### src/rtl/vending_credit_fsm.sv
// Clocked vending credit controller: coin accumulation, priced vend, greedy change
// payout over a valid/ready handshake, and an idle auto-refund timeout.
module vending_credit_fsm #(
  parameter int                    CREDIT_W    = 6,
  parameter int                    MAX_CREDIT  = 24,
  parameter int                    NUM_PROD    = 4,
  parameter logic [8*NUM_PROD-1:0] PRICE_TABLE = {8'd12, 8'd5, 8'd8, 8'd3},
  parameter int                    TIMEOUT     = 1000,
  localparam int                   SEL_W       = (NUM_PROD > 1) ? $clog2(NUM_PROD) : 1
) (
  input  logic                clk_i,
  input  logic                rst_ni,
  input  logic [1:0]          coin_i,
  input  logic                sel_valid_i,
  input  logic [SEL_W-1:0]    sel_i,
  input  logic                return_req_i,
  input  logic                chg_ready_i,
  output logic [CREDIT_W-1:0] credit_o,
  output logic                vend_o,
  output logic [SEL_W-1:0]    vend_id_o,
  output logic                coin_reject_o,
  output logic                denied_o,
  output logic                chg_valid_o,
  output logic [1:0]          chg_coin_o,
  output logic                busy_o
);

  localparam int TIMER_W = (TIMEOUT > 1) ? $clog2(TIMEOUT) : 1;
  localparam logic [TIMER_W-1:0] TIMER_LAST = TIMER_W'((TIMEOUT > 0) ? TIMEOUT - 1 : 0);
  localparam logic [SEL_W:0] NUM_PROD_L = (SEL_W + 1)'(NUM_PROD);
  localparam logic [CREDIT_W:0] MAX_CREDIT_L = (CREDIT_W + 1)'(MAX_CREDIT);
  localparam logic [CREDIT_W-1:0] CREDIT_ZERO = CREDIT_W'(0);

  typedef enum logic {S_IDLE = 1'b0, S_CHANGE = 1'b1} state_e;

  function automatic logic [CREDIT_W:0] coin_value(input logic [1:0] c);
    case (c)
      2'b01:   return (CREDIT_W + 1)'(1);
      2'b10:   return (CREDIT_W + 1)'(2);
      2'b11:   return (CREDIT_W + 1)'(5);
      default: return (CREDIT_W + 1)'(0);
    endcase
  endfunction

  // Largest coin not exceeding the remaining credit.
  function automatic logic [1:0] greedy_coin(input logic [CREDIT_W-1:0] c);
    if (c >= CREDIT_W'(5)) begin
      return 2'b11;
    end else if (c >= CREDIT_W'(2)) begin
      return 2'b10;
    end else begin
      return 2'b01;
    end
  endfunction

  function automatic logic [7:0] price_of(input logic [SEL_W-1:0] s);
    logic [7:0] p;
    p = 8'd0;
    for (int i = 0; i < NUM_PROD; i++) begin
      if (s == SEL_W'(i)) begin
        p = PRICE_TABLE[8*i +: 8];
      end
    end
    return p;
  endfunction

  state_e              state_q;
  logic [CREDIT_W-1:0] credit_q;
  logic [TIMER_W-1:0]  timer_q;
  logic                vend_q;
  logic [SEL_W-1:0]    vend_id_q;
  logic                coin_reject_q;
  logic                denied_q;
  logic                chg_valid_q;
  logic [1:0]          chg_coin_q;
  logic                busy_q;

  logic [CREDIT_W:0]   sum_s;
  logic                coin_fits_s;
  logic                coin_present_s;
  logic [7:0]          price_s;
  logic                can_vend_s;
  logic [CREDIT_W-1:0] remainder_s;
  logic [CREDIT_W-1:0] credit_after_chg_s;

  // Datapath: one-bit-wider coin sum, price lookup, affordability and remainders.
  always_comb begin
    coin_present_s     = (coin_i != 2'b00);
    sum_s              = {1'b0, credit_q} + coin_value(coin_i);
    coin_fits_s        = (sum_s <= MAX_CREDIT_L);
    price_s            = price_of(sel_i);
    can_vend_s         = ({1'b0, sel_i} < NUM_PROD_L) &&
                         ((CREDIT_W + 8)'(credit_q) >= (CREDIT_W + 8)'(price_s));
    remainder_s        = credit_q - CREDIT_W'(price_s);
    credit_after_chg_s = credit_q - CREDIT_W'(coin_value(chg_coin_q));
  end

  // Main controller: IDLE priority is refund, then select, then coin, then timeout.
  always_ff @(posedge clk_i or negedge rst_ni) begin
    if (!rst_ni) begin
      state_q       <= S_IDLE;
      credit_q      <= CREDIT_ZERO;
      timer_q       <= TIMER_W'(0);
      vend_q        <= 1'b0;
      vend_id_q     <= SEL_W'(0);
      coin_reject_q <= 1'b0;
      denied_q      <= 1'b0;
      chg_valid_q   <= 1'b0;
      chg_coin_q    <= 2'b00;
      busy_q        <= 1'b0;
    end else begin
      vend_q        <= 1'b0;
      denied_q      <= 1'b0;
      coin_reject_q <= 1'b0;
      case (state_q)
        S_IDLE: begin
          if (return_req_i) begin
            coin_reject_q <= coin_present_s;
            if (credit_q != CREDIT_ZERO) begin
              state_q     <= S_CHANGE;
              chg_valid_q <= 1'b1;
              chg_coin_q  <= greedy_coin(credit_q);
              busy_q      <= 1'b1;
              timer_q     <= TIMER_W'(0);
            end else begin
              timer_q     <= TIMER_W'(0);
            end
          end else if (sel_valid_i) begin
            coin_reject_q <= coin_present_s;
            timer_q       <= TIMER_W'(0);
            if (can_vend_s) begin
              vend_q    <= 1'b1;
              vend_id_q <= sel_i;
              credit_q  <= remainder_s;
              if (remainder_s != CREDIT_ZERO) begin
                state_q     <= S_CHANGE;
                chg_valid_q <= 1'b1;
                chg_coin_q  <= greedy_coin(remainder_s);
                busy_q      <= 1'b1;
              end else begin
                state_q     <= S_IDLE;
              end
            end else begin
              denied_q <= 1'b1;
            end
          end else if (coin_present_s && coin_fits_s) begin
            credit_q <= sum_s[CREDIT_W-1:0];
            timer_q  <= TIMER_W'(0);
          end else begin
            // A rejected coin lands here too, so it never restarts the idle count.
            coin_reject_q <= coin_present_s;
            if ((TIMEOUT != 0) && (credit_q != CREDIT_ZERO)) begin
              if (timer_q == TIMER_LAST) begin
                state_q     <= S_CHANGE;
                chg_valid_q <= 1'b1;
                chg_coin_q  <= greedy_coin(credit_q);
                busy_q      <= 1'b1;
                timer_q     <= TIMER_W'(0);
              end else begin
                timer_q <= timer_q + TIMER_W'(1);
              end
            end else begin
              timer_q <= TIMER_W'(0);
            end
          end
        end
        S_CHANGE: begin
          coin_reject_q <= coin_present_s;
          denied_q      <= sel_valid_i;
          if (chg_ready_i) begin
            credit_q <= credit_after_chg_s;
            if (credit_after_chg_s == CREDIT_ZERO) begin
              state_q     <= S_IDLE;
              chg_valid_q <= 1'b0;
              chg_coin_q  <= 2'b00;
              busy_q      <= 1'b0;
            end else begin
              chg_coin_q  <= greedy_coin(credit_after_chg_s);
            end
          end else begin
            chg_coin_q <= chg_coin_q;
          end
        end
        default: begin
          state_q     <= S_IDLE;
          chg_valid_q <= 1'b0;
          busy_q      <= 1'b0;
        end
      endcase
    end
  end

  assign credit_o      = credit_q;
  assign vend_o        = vend_q;
  assign vend_id_o     = vend_id_q;
  assign coin_reject_o = coin_reject_q;
  assign denied_o      = denied_q;
  assign chg_valid_o   = chg_valid_q;
  assign chg_coin_o    = chg_coin_q;
  assign busy_o        = busy_q;

endmodule

### config.mk
export PLATFORM = sky130hd
export DESIGN_NAME = vending_credit_fsm
export DESIGN_NICKNAME = d
export VERILOG_FILES = /design/src/rtl/vending_credit_fsm.sv
export SDC_FILE = /design/constraint.sdc
export NUM_CORES = 1
export LEC_CHECK = 0
export BUFFER_PORTS_ARGS = -buffer_cell sky130_fd_sc_hd__buf_4
export CELL_PAD_IN_SITES_DETAIL_PLACEMENT = 1
export CELL_PAD_IN_SITES_GLOBAL_PLACEMENT = 1
export CORE_ASPECT_RATIO = 0.6
export CORE_MARGIN = 5
export CORE_UTILIZATION = 49
export CTS_BUF_LIST = sky130_fd_sc_hd__clkbuf_8
export DETAILED_ROUTE_END_ITERATION = 6
export GPL_TIMING_DRIVEN = 0
export PLACE_DENSITY_LB_ADDON = 0.25
export SLEW_MARGIN = 20
export SYNTH_ARGS = -nofsm -noshare
export SYNTH_HDL_FRONTEND = slang
export SYNTH_SLANG_ARGS = --single-unit
export TNS_END_PERCENT = 50
### constraint.sdc
create_clock -name clk_i -period 4.9 [get_ports clk_i]
set_clock_uncertainty 0.15 [all_clocks]
set_input_delay 0.49 -clock clk_i [delete_from_list [all_inputs] [get_ports clk_i]]
set_output_delay 0.49 -clock clk_i [all_outputs]
set_load 0.005 [all_outputs]
* After elaboration in Yosys (flattened, before gate mapping) *
Index checks and enable logic that the tools add are counted.

cells by class
  add/subtract/negate cells = 4
  multipliers = 0
  div/mod/pow operators = 0
  magnitude comparators = 8
  equal/unequal tests = 21
  shifts and indexed selects = 0
  multiplexer cells = 68
  bitwise logic cells = 2
  reduce and logical (&&, ||, !) cells = 10

operators by type and width
  operator                                                           count
  two-way mux 10 bit                                                 5
  two-way mux 2 bit                                                  17
  two-way mux 1 bit                                                  30
  two-way mux 6 bit                                                  5
  two-way mux 8 bit                                                  3
  greater-or-equal comparator 6 x 2 -> 1 bit, second input constant  3
  greater-or-equal comparator 6 x 3 -> 1 bit, second input constant  3
  case mux 3 bit (3 select lines)                                    2
  inequality test 4 bit, second input constant                       4
  equality test 2 bit, second input constant                         6
  inequality test 3 bit, second input constant                       4
  case mux 6 bit (2 select lines)                                    1
  nonzero test 6 bit                                                 2
  subtractor 6 bit                                                   2
  adder 10 x 1 -> 10 bit, second input constant                      1
  equality test 10 bit, second input constant                        1
  greater-or-equal comparator 6 x 8 -> 1 bit                         1
  case mux 1 bit (2 select lines)                                    4
  AND reduction 4 bit                                                2
  AND reduction 8 bit                                                1
  adder 6 x 7 -> 7 bit                                               1
  less-or-equal comparator 7 x 5 -> 1 bit, second input constant     1
  AND reduction 7 bit                                                1
  equality test 2 x 1 -> 1 bit, second input constant                3
  other kinds (8)                                                    10

storage, ports and cells
  bits in registers = 25
  bits in latches = 0
  memory bits (writable) = 0
  ROM bits = 0
  input port bits = 9
  output and inout bits = 15
  memories = 0

* Longest topological paths before layout *
  word-level depth = 14
  depth in mapped cells = 12

* Least setup slack after synthesis *
Ideal clock, no wire load.

  kind = input-to-reg
  from = input port coin_i[0]
  to = register chg_coin_q[0], in the netlist chg_coin_o[0]
  library setup time = 0.126 ns
  arrival = 2.678 ns
  required time = 4.624 ns
  setup slack = 1.946 ns
  stages = 9
  cell sequence = ha_1 -> fa_1 -> a211o_1 -> a211o_1 -> a21oi_2 -> o31ai_1 -> and3b_4 -> o21ai_0 -> a221o_1

on the way
  cells in the longest elaborated chain, start to end = 7

RTL lines
  item                                                                        line  text
  start, declared                                                             13    input logic [1:0] coin_i,
  equality test 2 bit / equality test 2 x 1 -> 1 bit (equally long branches)  37    case (c)
  case mux 3 bit (3 select lines)                                             37
  adder 6 x 7 -> 7 bit                                                        89    sum_s = {1'b0, credit_q} + coin_value(coin_i);
  less-or-equal comparator 7 x 5 -> 1 bit                                     90    coin_fits_s = (sum_s <= MAX_CREDIT_L);
  logical AND 1 bit *                                                         146   end else if (coin_present_s && coin_fits_s) begin
  inequality test 4 bit (no source line) *                                    n/a
  AND reduction 7 bit (no source line) *                                      n/a
  end signal, assigned                                                        122   chg_coin_q <= greedy_coin(credit_q);
  end signal, assigned                                                        138   chg_coin_q <= greedy_coin(remainder_s);
  end signal, assigned                                                        156   chg_coin_q <= greedy_coin(credit_q);
  end, declared                                                               75    logic [1:0] chg_coin_q;

Every way passes the cells marked *; elsewhere a longest branch is shown, timed or not.
A chain may end at the register's enable or synchronous reset.

* Worst setup path after layout *
  from = register credit_q[1], in the netlist credit_o[1]
  to = register timer_q[9]

on the way
  cells in the longest elaborated chain, start to end = 6

RTL lines
  item                                     line  text
  start, declared                          68    logic [CREDIT_W-1:0] credit_q;
  start signal, assigned                   134   credit_q <= remainder_s;
  start signal, assigned                   147   credit_q <= sum_s[CREDIT_W-1:0];
  start signal, assigned                   171   credit_q <= credit_after_chg_s;
  adder 6 x 7 -> 7 bit                     89
  less-or-equal comparator 7 x 5 -> 1 bit  90
  logical AND 1 bit                        146
  two-way mux 10 bit *                     146
  two-way mux 10 bit *                     128   end else if (sel_valid_i) begin
  two-way mux 10 bit *                     117   if (return_req_i) begin
  end signal, assigned                     160   timer_q <= timer_q + TIMER_W'(1);
  end, declared                            69    logic [TIMER_W-1:0] timer_q;

Marked as above.

==> flow_summary.toml <==
[status]
status = "completed"

[drt]
viasPerCell = 6.15
drt_iter0_drc = 156
wire_per_inst_um = 19.3
drc = 0
ant_nets = 0
first_pass_iters = 4
drt_wl_total_mm = 6.39
via_count = 2035

[setup_path]
crit_type = "reg2reg"
rrSetupSlack_ps = 1200
critPathBufInv = 0
r2r_cells = 8
cp_slowest_cell = "o31ai_1"
crit_cells = 8
worstSetupStartpointType = "flip-flop"
path_delay_family = "compound AO/OA/AOI/OAI gates"
setup.worst_path.start = "credit_o[1]"
rr_endpoint = "timer_q[9]"
crit_required_ps = 4910
worstSetupEndpointType = "flip-flop"
reg2reg_from = "credit_o[1]"
slowest_delay_ps = 940
crit_top_cell = "o21ai_0"
cp-endpoint = "timer_q[9]"
crit_chain = "ha_1 > a211oi_1 > nor2_1 > mux2i_1 > o31ai_1 > o21ai_0 > nand2_1 > o21ai_0"
cp_data_arrival_time_ps = 3720
path_max_fanout = 13

[global_routing]
grt_use_total_pct = 24.5
gr-total-overflow = 0
grt_pass1_wl_mm = 10.5
grt_max_degree = 26
antenna_found_initial = 0
grt_pass1_vias = 2055

[clock_network]
clock-sinks = 25
h-tree-depth = 1
clkTransAtPathRegs_ps = 90
clk_latency_ps = 280
clk_root_buffer_cell = "clkbuf_8"
cts_tree = "done"
post_cts_buffers = 0
clk_path_buf_depth = 2
cts_buffers = 3

[final_layout]
seqCellArea_um2 = 626
fillerInstances = 492
fin_util_pct = 57.6
layout.nets = 295
syn_to_final_growth_pct = 14.8
drive_above_1_share_pct = 15.5
fin_area_um2 = 2350
antenna_cells = 0
multiInputGateArea_um2 = 1340

[pwr]
pwr-share-seq_pct = 23.5
p_leak_nw = 1.04
clock_power_share_pct = 8.6
combPwrFrac_pct = 67.9
power_switching_mw = 0.734
finalPower_mw = 1.49
peakVddDrop_uv = 461
power.internal_mw = 0.759
switching_share_pct = 49.1
pwr_density_cell_nw_per_um2 = 635

[synth]
synthCells = 243
yosysWarnings = 0
synth_edf_count = 0
avgSynthCellArea_um2 = 8.42
syn-num-nets = 266
synth_area_leaders = "dfrtp_1 31%, ha_1 6.7%, o21ai_0 6.1%"
ys_types = 55
seq_area_frac_synth_pct = 30.6
yosysTopAreaCellShare_pct = 30.6
synthesis.area_um2 = 2050
async_flop_share_pct = 100
synth_top_cell_by_area = "dfrtp_1"
synth_ff_type = "dfrtp_1"
ys_ff_latch = 25

[floorplanning]
coreArea_um2 = 4080
die_h_um = 60.1
dieArea_um2 = 5610
ioPinCount = 24
initial_utilization_pct = 50.2
rows = 18
fp.dieW_um = 93.4

[sta]
setup_viol = 0
setup_tns_ps = 0
period_share_pct = 75.6
rsz0062_at_grt = "no"
slew_viol_final = 0
fin_ws_ps = 1200
final_hold_viol_count = 0
fmax_mhz = 270
period_needed_ps = 3700
worst_slew_pin_slew_ps = 1090
slew_headroom_pct = 26.8

[flow_run]
maxCapViolCount = 0

[min_path]
hold_path_class = "in2reg"
hp-start = "sel_i[1]"
min_path_cells = 2

[placement]
io_buffers = 23
dp_hpwl_mm = 4.86
placed_area_um2 = 2290
dp_slack_ps = 1280
routabilityCongestion = 0.878
cell usage after synthesis, drive strengths merged (2+ instances only):
cell type,count
a211o,3
a211oi,2
a21oi,15
a31oi,3
a41oi,2
and2,4
and3,4
buf,4
clkbuf,5
dfrtp,25
fa,3
ha,11
inv,9
mux2,5
mux2i,6
nand2,26
nand2b,4
nand3,7
nand3b,2
nand4,2
nor2,19
nor2b,5
nor3,9
nor4,2
o211ai,3
o21ai,26
o31ai,4
or2,2
or3,2
or4,2
xnor2,6
xor2,4
state kept, by name, indices dropped and copies added (netlist names):
signal / flops
timer_q: 10
vend_id_o: 2
state_q: 1
credit_o: 6
coin_reject_o: 1
denied_o: 1
busy_o: 1
vend_o: 1
chg_coin_o: 2
cells by family after synthesis:
kind of cell / count (synthesis) / share of synthesized area (%)
simple gates: 94 / 23.7
compound gates: 71 / 22.2
flops: 25 / 30.6
buf+inv: 18 / 3.97
fa+ha+maj: 14 / 9.66
mux: 11 / 5.68
xor+xnor: 10 / 4.28
through the flow:
step | cells | hold WS, ps
CTS | 331 | 309
global placement | 326 | 268
floorplan | 243 | 44.4
finish | 331 | 306
global route | 331 | 307
detailed placement | 326 | 271
area by class of cell:
class,count,area share [%]
Sequential cell,25,26.6
Tap cell,60,3.19
Buffer,9,2.02
Multi-Input combinational cell,200,57.0
Clock inverter,1,0.160
Inverter,9,1.44
Clock buffer,3,1.76
Timing Repair Buffer,24,7.77
worst reg2reg max path, delay by kind of cell, from the launching register on:
kind | cells | cell delay, ps
simple gates | 2 | 250
compound gates | 4 | 1810
mux | 1 | 230
fa+ha+maj | 1 | 380
flops | 1 | 760
timing repair:
action,in CTS,in global routing
setup endpoints to repair,0,0
endpoints found under the hold margin,25,0
gates resized for setup,0,0
hold buffers,1,0
metal layers:
layer / track usage, % / part of all wire [%]
met5: 0 / 0
met2: 38.4 / 43
met3: 4.65 / 7.6
met4: 4.59 / 0.89
met1: 35.6 / 49
how the worst min path moves through the flow:
stage                         to  slack, ps
floorplan                 busy_o         40
global placement     credit_o[3]        270
detailed placement   credit_o[4]        270
CTS                 vend_id_o[1]        310
global route        vend_id_o[1]        310
finish              vend_id_o[1]        310
power groups by stage:
stage / Combinational [mW] / Sequential [mW] / Clock, mW
floorplan: 0.695 / 0.334 / 0
global placement: 0.960 / 0.350 / 0
detailed placement: 0.989 / 0.353 / 0
CTS: 1.00 / 0.350 / 0.128
global route: 1.12 / 0.360 / 0.138
finish: 1.01 / 0.351 / 0.128
cells in the final DEF, fill, tap and decap left out, types with 3 or more instances in the layout:
cell type,n
nand2_1,26
o21ai_0,25
dfrtp_1,25
buf_4,24
nor2_1,19
a21oi_1,13
ha_1,11
inv_1,10
nor3_1,9
nand3_1,7
mux2i_1,6
xnor2_1,6
nor2b_1,5
clkbuf_1,5
mux2_2,5
nand2b_1,4
and2_1,4
xor2_1,4
o31ai_1,4
and3_1,4
o211ai_1,3
a211o_1,3
a31oi_1,3
fa_1,3
clkbuf_8,3
Note: power is estimated with default switching activity, not from simulation.
